[src/rtl/fork_join_pkg.sv]
// Shared types for the fork/join dispatcher: join modes, FSM states and
// the mode decoder that folds the reserved encoding onto JOIN_ALL.
package fork_join_pkg;

  localparam int MODE_W = 2;

  typedef enum logic [MODE_W-1:0] {
    JOIN_ALL  = 2'd0,
    JOIN_ANY  = 2'd1,
    JOIN_NONE = 2'd2
  } join_mode_e;

  typedef enum logic [1:0] {
    ST_IDLE,
    ST_LAUNCH,
    ST_WAIT,
    ST_REPORT
  } fj_state_e;

  function automatic join_mode_e decode_mode(input logic [MODE_W-1:0] mode);
    case (mode)
      2'd1:    return JOIN_ANY;
      2'd2:    return JOIN_NONE;
      default: return JOIN_ALL;
    endcase
  endfunction

endpackage

[src/rtl/fj_prio_enc.sv]
// Lowest-index priority encoder: idx is the lowest set bit of req,
// any flags that at least one bit is set (idx is 0 when none is).
module fj_prio_enc #(
  parameter  int N     = 3,
  localparam int IDX_W = (N > 1) ? $clog2(N) : 1
) (
  input  logic [N-1:0]     req,
  output logic [IDX_W-1:0] idx,
  output logic             any
);

  always_comb begin
    idx = '0;
    for (int i = N - 1; i >= 0; i--) begin
      if (req[i]) idx = IDX_W'(i);
    end
  end

  assign any = |req;

endmodule

[src/rtl/fork_join_ctrl.sv]
// Fork/join dispatcher: launches selected children, tracks their completion
// and reports to the parent under JOIN_ALL / JOIN_ANY / JOIN_NONE rules.
//
// state     | meaning
// ----------+-------------------------------------------------------------
// ST_IDLE   | waiting for a fork whose mask is disjoint from outstanding
// ST_LAUNCH | one cycle: child_start pulses, done collection begins
// ST_WAIT   | collecting child_done until the join rule or watchdog fires
// ST_REPORT | join_valid held with frozen join_* until join_ready
module fork_join_ctrl
  import fork_join_pkg::*;
#(
  parameter  int N_CHILD     = 3,
  parameter  int TAG_W       = 8,
  parameter  int TIMEOUT_CYC = 0,
  localparam int ID_W        = $clog2(N_CHILD)
) (
  input  logic               clk,
  input  logic               rst_n,
  input  logic               fork_valid,
  output logic               fork_ready,
  input  logic [MODE_W-1:0]  fork_mode,
  input  logic [N_CHILD-1:0] fork_mask,
  input  logic [TAG_W-1:0]   fork_tag,
  output logic [N_CHILD-1:0] child_start,
  output logic [TAG_W-1:0]   child_tag,
  input  logic [N_CHILD-1:0] child_done,
  output logic               join_valid,
  input  logic               join_ready,
  output logic [TAG_W-1:0]   join_tag,
  output logic [N_CHILD-1:0] join_done_mask,
  output logic [ID_W-1:0]    join_first_id,
  output logic               join_timeout,
  input  logic               wait_req,
  output logic               wait_done,
  output logic               busy
);

  localparam int CNT_W = (TIMEOUT_CYC > 1) ? $clog2(TIMEOUT_CYC + 1) : 1;

  fj_state_e          state_q, state_d;
  join_mode_e         mode_q, mode_d;
  logic [N_CHILD-1:0] mask_q, mask_d;
  logic [N_CHILD-1:0] out_q, out_d;
  logic [N_CHILD-1:0] done_q, done_d;
  logic [N_CHILD-1:0] start_q, start_d;
  logic [TAG_W-1:0]   tag_q, tag_d;
  logic [ID_W-1:0]    first_q, first_d;
  logic [CNT_W-1:0]   wd_q, wd_d;
  logic               jvalid_q, jvalid_d;
  logic               tmo_q, tmo_d;
  logic               pend_q, pend_d;

  logic               accept;
  logic               tracking;
  logic [N_CHILD-1:0] hit;
  logic [ID_W-1:0]    hit_id;
  logic               hit_any;
  logic               join_met;
  logic               wd_expire;
  logic               wait_hit;

  // rst_n gating keeps the combinational outputs quiet while held in reset.
  assign fork_ready = rst_n && (state_q == ST_IDLE) && ((fork_mask & out_q) == '0);
  assign accept     = fork_valid && fork_ready;
  assign tracking   = (state_q == ST_LAUNCH) || (state_q == ST_WAIT);
  assign hit        = tracking ? (child_done & mask_q) : '0;

  fj_prio_enc #(.N(N_CHILD)) u_first_enc (
    .req (hit),
    .idx (hit_id),
    .any (hit_any)
  );

  // Barrier looks at outstanding after this cycle's done pulses retire.
  assign wait_hit  = rst_n && (pend_q || wait_req) && ((out_q & ~child_done) == '0);
  assign wait_done = wait_hit;

  always_comb begin
    state_d   = state_q;
    mode_d    = mode_q;
    mask_d    = mask_q;
    tag_d     = tag_q;
    tmo_d     = tmo_q;
    jvalid_d  = jvalid_q;
    wd_d      = wd_q;
    start_d   = '0;
    done_d    = done_q | hit;
    first_d   = (hit_any && (done_q == '0)) ? hit_id : first_q;
    out_d     = (out_q & ~child_done) | (accept ? fork_mask : '0);
    pend_d    = (pend_q || wait_req) && !wait_hit;
    join_met  = (mode_q == JOIN_ANY) ? (done_d != '0) : (done_d == mask_q);
    wd_expire = (TIMEOUT_CYC != 0) && (wd_q == CNT_W'(1));

    case (state_q)
      ST_IDLE: begin
        if (accept) begin
          state_d = ST_LAUNCH;
          mode_d  = decode_mode(fork_mode);
          mask_d  = fork_mask;
          tag_d   = fork_tag;
          done_d  = '0;
          first_d = '0;
          tmo_d   = 1'b0;
          start_d = fork_mask;
        end
      end
      ST_LAUNCH: begin
        wd_d = CNT_W'(TIMEOUT_CYC);
        if ((mode_q == JOIN_NONE) || (mask_q == '0)) begin
          state_d  = ST_REPORT;
          jvalid_d = 1'b1;
        end else begin
          state_d = ST_WAIT;
        end
      end
      ST_WAIT: begin
        if (wd_q != '0) wd_d = wd_q - CNT_W'(1);
        // A satisfied join beats a watchdog expiring in the same cycle.
        if (join_met) begin
          state_d  = ST_REPORT;
          jvalid_d = 1'b1;
        end else if (wd_expire) begin
          state_d  = ST_REPORT;
          jvalid_d = 1'b1;
          tmo_d    = 1'b1;
        end
      end
      ST_REPORT: begin
        if (join_ready) begin
          state_d  = ST_IDLE;
          jvalid_d = 1'b0;
        end
      end
      default: state_d = ST_IDLE;
    endcase
  end

  always_ff @(posedge clk or negedge rst_n) begin
    if (!rst_n) begin
      state_q  <= ST_IDLE;
      mode_q   <= JOIN_ALL;
      mask_q   <= '0;
      out_q    <= '0;
      done_q   <= '0;
      start_q  <= '0;
      tag_q    <= '0;
      first_q  <= '0;
      wd_q     <= '0;
      jvalid_q <= 1'b0;
      tmo_q    <= 1'b0;
      pend_q   <= 1'b0;
    end else begin
      state_q  <= state_d;
      mode_q   <= mode_d;
      mask_q   <= mask_d;
      out_q    <= out_d;
      done_q   <= done_d;
      start_q  <= start_d;
      tag_q    <= tag_d;
      first_q  <= first_d;
      wd_q     <= wd_d;
      jvalid_q <= jvalid_d;
      tmo_q    <= tmo_d;
      pend_q   <= pend_d;
    end
  end

  assign child_start    = start_q;
  assign child_tag      = tag_q;
  assign join_valid     = jvalid_q;
  assign join_tag       = tag_q;
  assign join_done_mask = done_q;
  assign join_first_id  = first_q;
  assign join_timeout   = tmo_q;
  assign busy           = (state_q != ST_IDLE) || (out_q != '0);

endmodule

[config.mk]
export PLATFORM = sky130hd
export DESIGN_NAME = fork_join_ctrl
export DESIGN_NICKNAME = d
export VERILOG_FILES = /design/src/rtl/fork_join_pkg.sv /design/src/rtl/fj_prio_enc.sv /design/src/rtl/fork_join_ctrl.sv
export SDC_FILE = /design/constraint.sdc
export NUM_CORES = 1
export LEC_CHECK = 0
export ABC_CLOCK_PERIOD_IN_PS = 6400
export CAP_MARGIN = 20
export CORE_UTILIZATION = 25
export CTS_CLUSTER_DIAMETER = 60
export CTS_CLUSTER_SIZE = 40
export DETAILED_ROUTE_END_ITERATION = 12
export GPL_ROUTABILITY_DRIVEN = 0
export SYNTH_ARGS = -nofsm -noshare
export SYNTH_HDL_FRONTEND = slang
export SYNTH_SLANG_ARGS = --single-unit
[constraint.sdc]
create_clock -name clk -period 6.4 [get_ports clk]
set_input_delay 0.64 -clock clk [delete_from_list [all_inputs] [get_ports clk]]
set_output_delay 0.64 -clock clk [all_outputs]
set_load 0.02 [all_outputs]
Word-level counts from Yosys, hierarchy flattened
Index checks and enable logic that the tools add are counted.
Widths: inputs -> output; s select.
{"block": "word_totals", "reg_bits": 28, "in_bits": 21, "wordCells": 75}
{"block": "op_classes", "eq_ne": 12, "mux": 22, "bitwise": 6, "n_reduce_logical": 25}
{"cell": "$mux 2", "n": 9}
{"cell": "$mux 3", "n": 5}
{"cell": "$logic_not 3->1", "n": 4}
{"cell": "$and 3x3->3", "n": 3}
{"cell": "$reduce_bool 3->1", "n": 3}
{"cell": "$eq 2x2->1 const B", "n": 4}
{"cell": "$pmux 2 s4", "n": 1}
{"cell": "$logic_and 1x1->1", "n": 7}
{"cell": "$eq 2x1->1 const B", "n": 3}
{"cell": "$ne 2x2->1 const B", "n": 3}
{"cell": "$or 3x3->3", "n": 2}
{"cell": "$mux 1", "n": 5}
{"cell": "$logic_or 1x1->1", "n": 4}
{"cell": "$pmux 2 s2", "n": 1}
{"cell": "$reduce_and 4->1", "n": 1}
{"cell": "$eq 3x3->1", "n": 1}
{"cell": "$not 3->3", "n": 1}
{"cell": "$pmux 1 s3", "n": 1}
{"cell": "$reduce_and 3->1", "n": 1}
{"cell": "$reduce_or 3->1", "n": 1}
{"cell": "$logic_not 2->1", "n": 1}
{"cell": "$ne 2x1->1 const B", "n": 1}
{"cell": "$reduce_and 2->1", "n": 1}
{"cell": "$reduce_bool 2->1", "n": 1}
{"cell": "$logic_not 1->1", "n": 1}

Longest topological paths before layout
{"block": "logic_depth", "ltp_word": 9, "ltp_mapped": 9}

Modules after synthesis
Synthesis repeated with hierarchy kept, for this count alone.
{"block": "unflattened", "cells_unflattened": 155, "area_unflattened_um2": 1423.9}
{"module": "fork_join_ctrl", "n_inst": 1, "cells_per_inst": 152, "area_each_um2": 1403.8}
{"module": "fj_prio_enc", "n_inst": 1, "cells_per_inst": 3, "area_each_um2": 20.0}

Worst setup path after synthesis
No wires, ideal clock.
{"block": "synth_path", "path_kind": "register to register", "startpoint": "reg state_q[0]", "endpoint": "reg state_q[0]", "arrival_time_ns": 2.239, "slack_ns": 4.034, "stages_incl_launch_ff": 8, "n_path_buf": 0, "period_less_slack_ns": 2.366, "cell_sequence": "dfrtp_1 -> inv_1 -> ha_1 -> and3_1 -> or4b_1 -> a221o_1 -> nand3_2 -> mux2_1"}
{"block": "synth_via", "elab_chain_len": 8, "word_cells_on_any_way": 18, "cone_classes": "eq/ne: 7; mux: 3; bitwise: 1; reduce/logical: 7"}
{"element": "from (decl)", "line": "fork_join_ctrl.sv:41", "rtl": "fj_state_e state_q, state_d;"}
{"element": "from (signal assigned)", "line": "fork_join_ctrl.sv:154", "rtl": "state_q <= state_d;"}
{"element": "$eq 2x1->1 / $eq 2x2->1 (equally long branches)"}
{"element": "$logic_or 1x1->1", "line": "fork_join_ctrl.sv:66", "rtl": "assign tracking = (state_q == ST_LAUNCH) || (state_q == ST_WAIT);"}
{"element": "$mux 3", "line": "fork_join_ctrl.sv:67", "rtl": "assign hit = tracking ? (child_done & mask_q) : '0;"}
{"element": "$or 3x3->3", "line": "fork_join_ctrl.sv:88", "rtl": "done_d = done_q | hit;"}
{"element": "$eq 3x3->1 / $reduce_bool 3->1 (equally long branches)", "line": "fork_join_ctrl.sv:92", "rtl": "join_met = (mode_q == JOIN_ANY) ? (done_d != '0) : (done_d == mask_q);"}
{"element": "$mux 1", "line": "fork_join_ctrl.sv:92"}
{"element": "$ne 2x2->1 (no line)"}
{"element": "$reduce_and 3->1 (no line)"}
Parallel ways exist; a longest one is shown, timed or not.
A chain may end at the register's enable or synchronous reset.

Worst setup path in the final report
{"block": "layout_path", "startpoint": "in rst_n", "endpoint": "out fork_ready"}
{"block": "layout_via", "elab_chain_len": 2}
{"element": "from (decl)", "line": "fork_join_ctrl.sv:19", "rtl": "input logic rst_n,"}
{"element": "$logic_and 1x1->1 (2 in a row)", "line": "fork_join_ctrl.sv:64", "rtl": "assign fork_ready = rst_n && (state_q == ST_IDLE) && ((fork_mask & out_q) == '0);"}
{"element": "to (decl)", "line": "fork_join_ctrl.sv:21", "rtl": "output logic fork_ready,"}
Every way passes these cells.

==> results.sh <==
export IMPL_r2r_cells=7
export IMPL_yosysMostFrequentCell="nand2_1"
export IMPL_dominantRegCellSynth="dfrtp_1"
export IMPL_numCtsBuffers=3
export IMPL_status="finished clean"
export IMPL_clock_tree_buffer_depth=2
export IMPL_hp_start="pend_q"
export IMPL_overflow=0
export IMPL_vias_per_cell=4.23
export IMPL_multiInputGateArea_um2=576
export IMPL_htreeDepth=1
export IMPL_clock_latency_ps=270
export IMPL_grt_pass1_vias=1117
export IMPL_post_route_drc_count=0
export IMPL_antenna_found_initial=0
export IMPL_cts_tree="done"
export IMPL_synth_common_cells="nand2_1 (42), dfrtp_1 (28), inv_1 (10)"
export IMPL_mappedNetlistArea_mm2=0.00139
export IMPL_clock_sinks=28
export IMPL_portBuffers=48
export IMPL_crit_fanout=30
export IMPL_initial_core_util_pct=26.6
export IMPL_crit_required_ps=5760
export IMPL_power_leakage_nw=0.916
export IMPL_hold_end="pend_q"
export IMPL_synthTopCellsByArea="dfrtp_1 (50%), nand2_1 (11%), buf_4 (4.9%)"
export IMPL_setup_violations=0
export IMPL_synth_top_area_share_pct=50.3
export IMPL_die_h_um=76.6
export IMPL_hold_path_depth=2
export IMPL_nNetsFinal=221
export IMPL_rr_endpoint="state_q[0]"
export IMPL_path_clk_slew_ps=90
export IMPL_postCtsHoldBufs=0
export IMPL_syn2layout_area_growth_pct=39.6
export IMPL_die_area_mm2=0.00587
export IMPL_synth_nets=179
export IMPL_num_rows=26
export IMPL_fillers=540
export IMPL_root_buffer="clkbuf_8"
export IMPL_final_antenna_net_count=0
export IMPL_ir_worst_vdd_v=0.000217
export IMPL_relSlewSlack_pct=53.5
export IMPL_drv_cap=0
export IMPL_yosysWarnings=0
export IMPL_die_w_um=76.6
export IMPL_layout_area_seq_um2=701
export IMPL_dr_pass1_iters=4
export IMPL_postSynth_asyncResetShare_pct=100
export IMPL_vias=1116
export IMPL_path_class="in2out"
export IMPL_synth_edf_count=0
export IMPL_rsz0062_at_grt="false"
export IMPL_io_pins=50
export IMPL_hpwl_um=2350
export IMPL_fin_util_pct=37.1
export IMPL_drt_iter0_drc=65
export IMPL_hold_path_class="reg2reg"
export IMPL_syn_avg_cell_area_um2=9.10
export IMPL_regToRegSetupSlack_ps=3810
export IMPL_cp_end_kind="output port"
export IMPL_tightest_slew_ps=696
export IMPL_yosysSeqAreaShare_pct=50.3
export IMPL_slew_violations=0
export IMPL_cts_resized=0
export IMPL_r2r_start="state_q[0]"
export IMPL_post_drt_wl_per_cell_um=11.7
export IMPL_max_freq_ghz=0.328
export IMPL_core_area_mm2=0.00524
export IMPL_post_route_min_period_ps=3050
export IMPL_synth_distinct_cells=32
export IMPL_postCtsSetupBuffers=0
export IMPL_cp_start_kind="input port"
export IMPL_synth_top_area_cell="dfrtp_1"
export IMPL_syn_inst=153
export IMPL_power_density_mw_per_mm2=455
export IMPL_yosys_register_bits=28
export IMPL_wirelength_um=3090
export IMPL_diodes=0
export IMPL_setup_tns_ps=0
export IMPL_arrival_ps=2410
export IMPL_hold_viol=0
export IMPL_grt_max_degree=31
export IMPL_min_period_over_period_pct=47.7
export IMPL_drive_gt1_share_pct=3.61
export IMPL_track_usage_pct=11.2
export IMPL_finClkSkew_ps=3.91
export IMPL_grt_first_pass_wirelength_um=5350
[cells in the final DEF (no fill, tap or decap), types with 2 or more instances in the layout]
cell,netlist,layout
clkdlybuf4s50_1,0,48
nand2_1,42,42
dfrtp_1,28,28
inv_1,10,10
nor2_1,7,7
nor2b_1,7,7
o21ai_0,5,5
ha_1,5,5
and3_1,4,4
a21oi_1,4,4
clkbuf_8,0,4
nand3_1,3,3
nand2b_1,3,3
and2_1,2,2
o21a_1,2,2
o21ai_1,2,2
mux2_1,2,2
[routing by layer]
layer  part of all wire (%)  vias up  wire, um  GRT usage [%]
met5                      0        -         0              0
met4                   0.87        0        27           2.88
met3                    4.5        4       139           1.92
met2                     50       25      1530           19.6
met1                     45      517      1390           14.2
li1                       -      570         -              -
[where the power goes]
group          leakage [nW]  switching [mW]  total, mW  internal [mW]
Clock                0.0288          0.0526      0.108         0.0550
Combinational         0.534           0.241      0.469          0.228
Sequential            0.353          0.0640      0.309          0.245
Total                 0.916           0.358      0.885          0.528
[how the worst max path moves through the flow]
stage / from / end / slack [ps] / depth (start not counted)
finish: rst_n / fork_ready / 3350 / 5
global route: rst_n / wait_done / 3210 / 4
CTS: rst_n / fork_ready / 3320 / 5
detailed placement: rst_n / state_q[0] / 3260 / 7
global placement: rst_n / fork_ready / 3330 / 5
floorplan: state_q[0] / state_q[0] / 4030 / 7
[registers in the layout (all words and copies together) (netlist names)]
name	cells
join_valid	1
out_q	3
mask_q	3
mode_q	2
join_done_mask	3
join_first_id	2
child_tag	8
child_start	3
state_q	2
pend_q	1
[worst max-delay path, stage by stage]
cell and delay, ps:
clkdlybuf4s50_1 450, buf_4 340, and2_1 200, and3_1 160, clkdlybuf4s50_1 610
[metrics by stage]
stage	cell area [um^2]	cells	setup slack (ps)	total power, mW	hold slack, ps
after CTS	1940	264	3320	0.896	506
after global placement	1890	260	3330	0.780	483
final	1940	264	3350	0.885	503
after detailed placement	1890	260	3260	0.785	483
after global routing	1940	264	3210	0.957	537
after floorplan	1390	153	4030	0.608	344
[cells by family (layout without fill, tap and decap cells)]
group / count (synthesis) / after routing / synth area share (%)
AO/OA/AOI/OAI: 18 / 18 / 8.27
flip-flops: 28 / 28 / 50.3
other: 1 / 1 / 0.269
buffers and inverters: 22 / 63 / 8.36
multiplexers: 3 / 3 / 2.34
adder cells (fa/ha/maj): 5 / 5 / 4.49
AND/OR/NAND/NOR: 76 / 76 / 26.0
[area by class of cell]
class                   count  area share (%)
repair buffers             49            25.1
inverters                  10            1.93
well taps                  70            4.50
clock buffers               4            2.83
multi-input cells         103            29.6
flip-flops and latches     28            36.0
(Power assumes the default switching activity.)
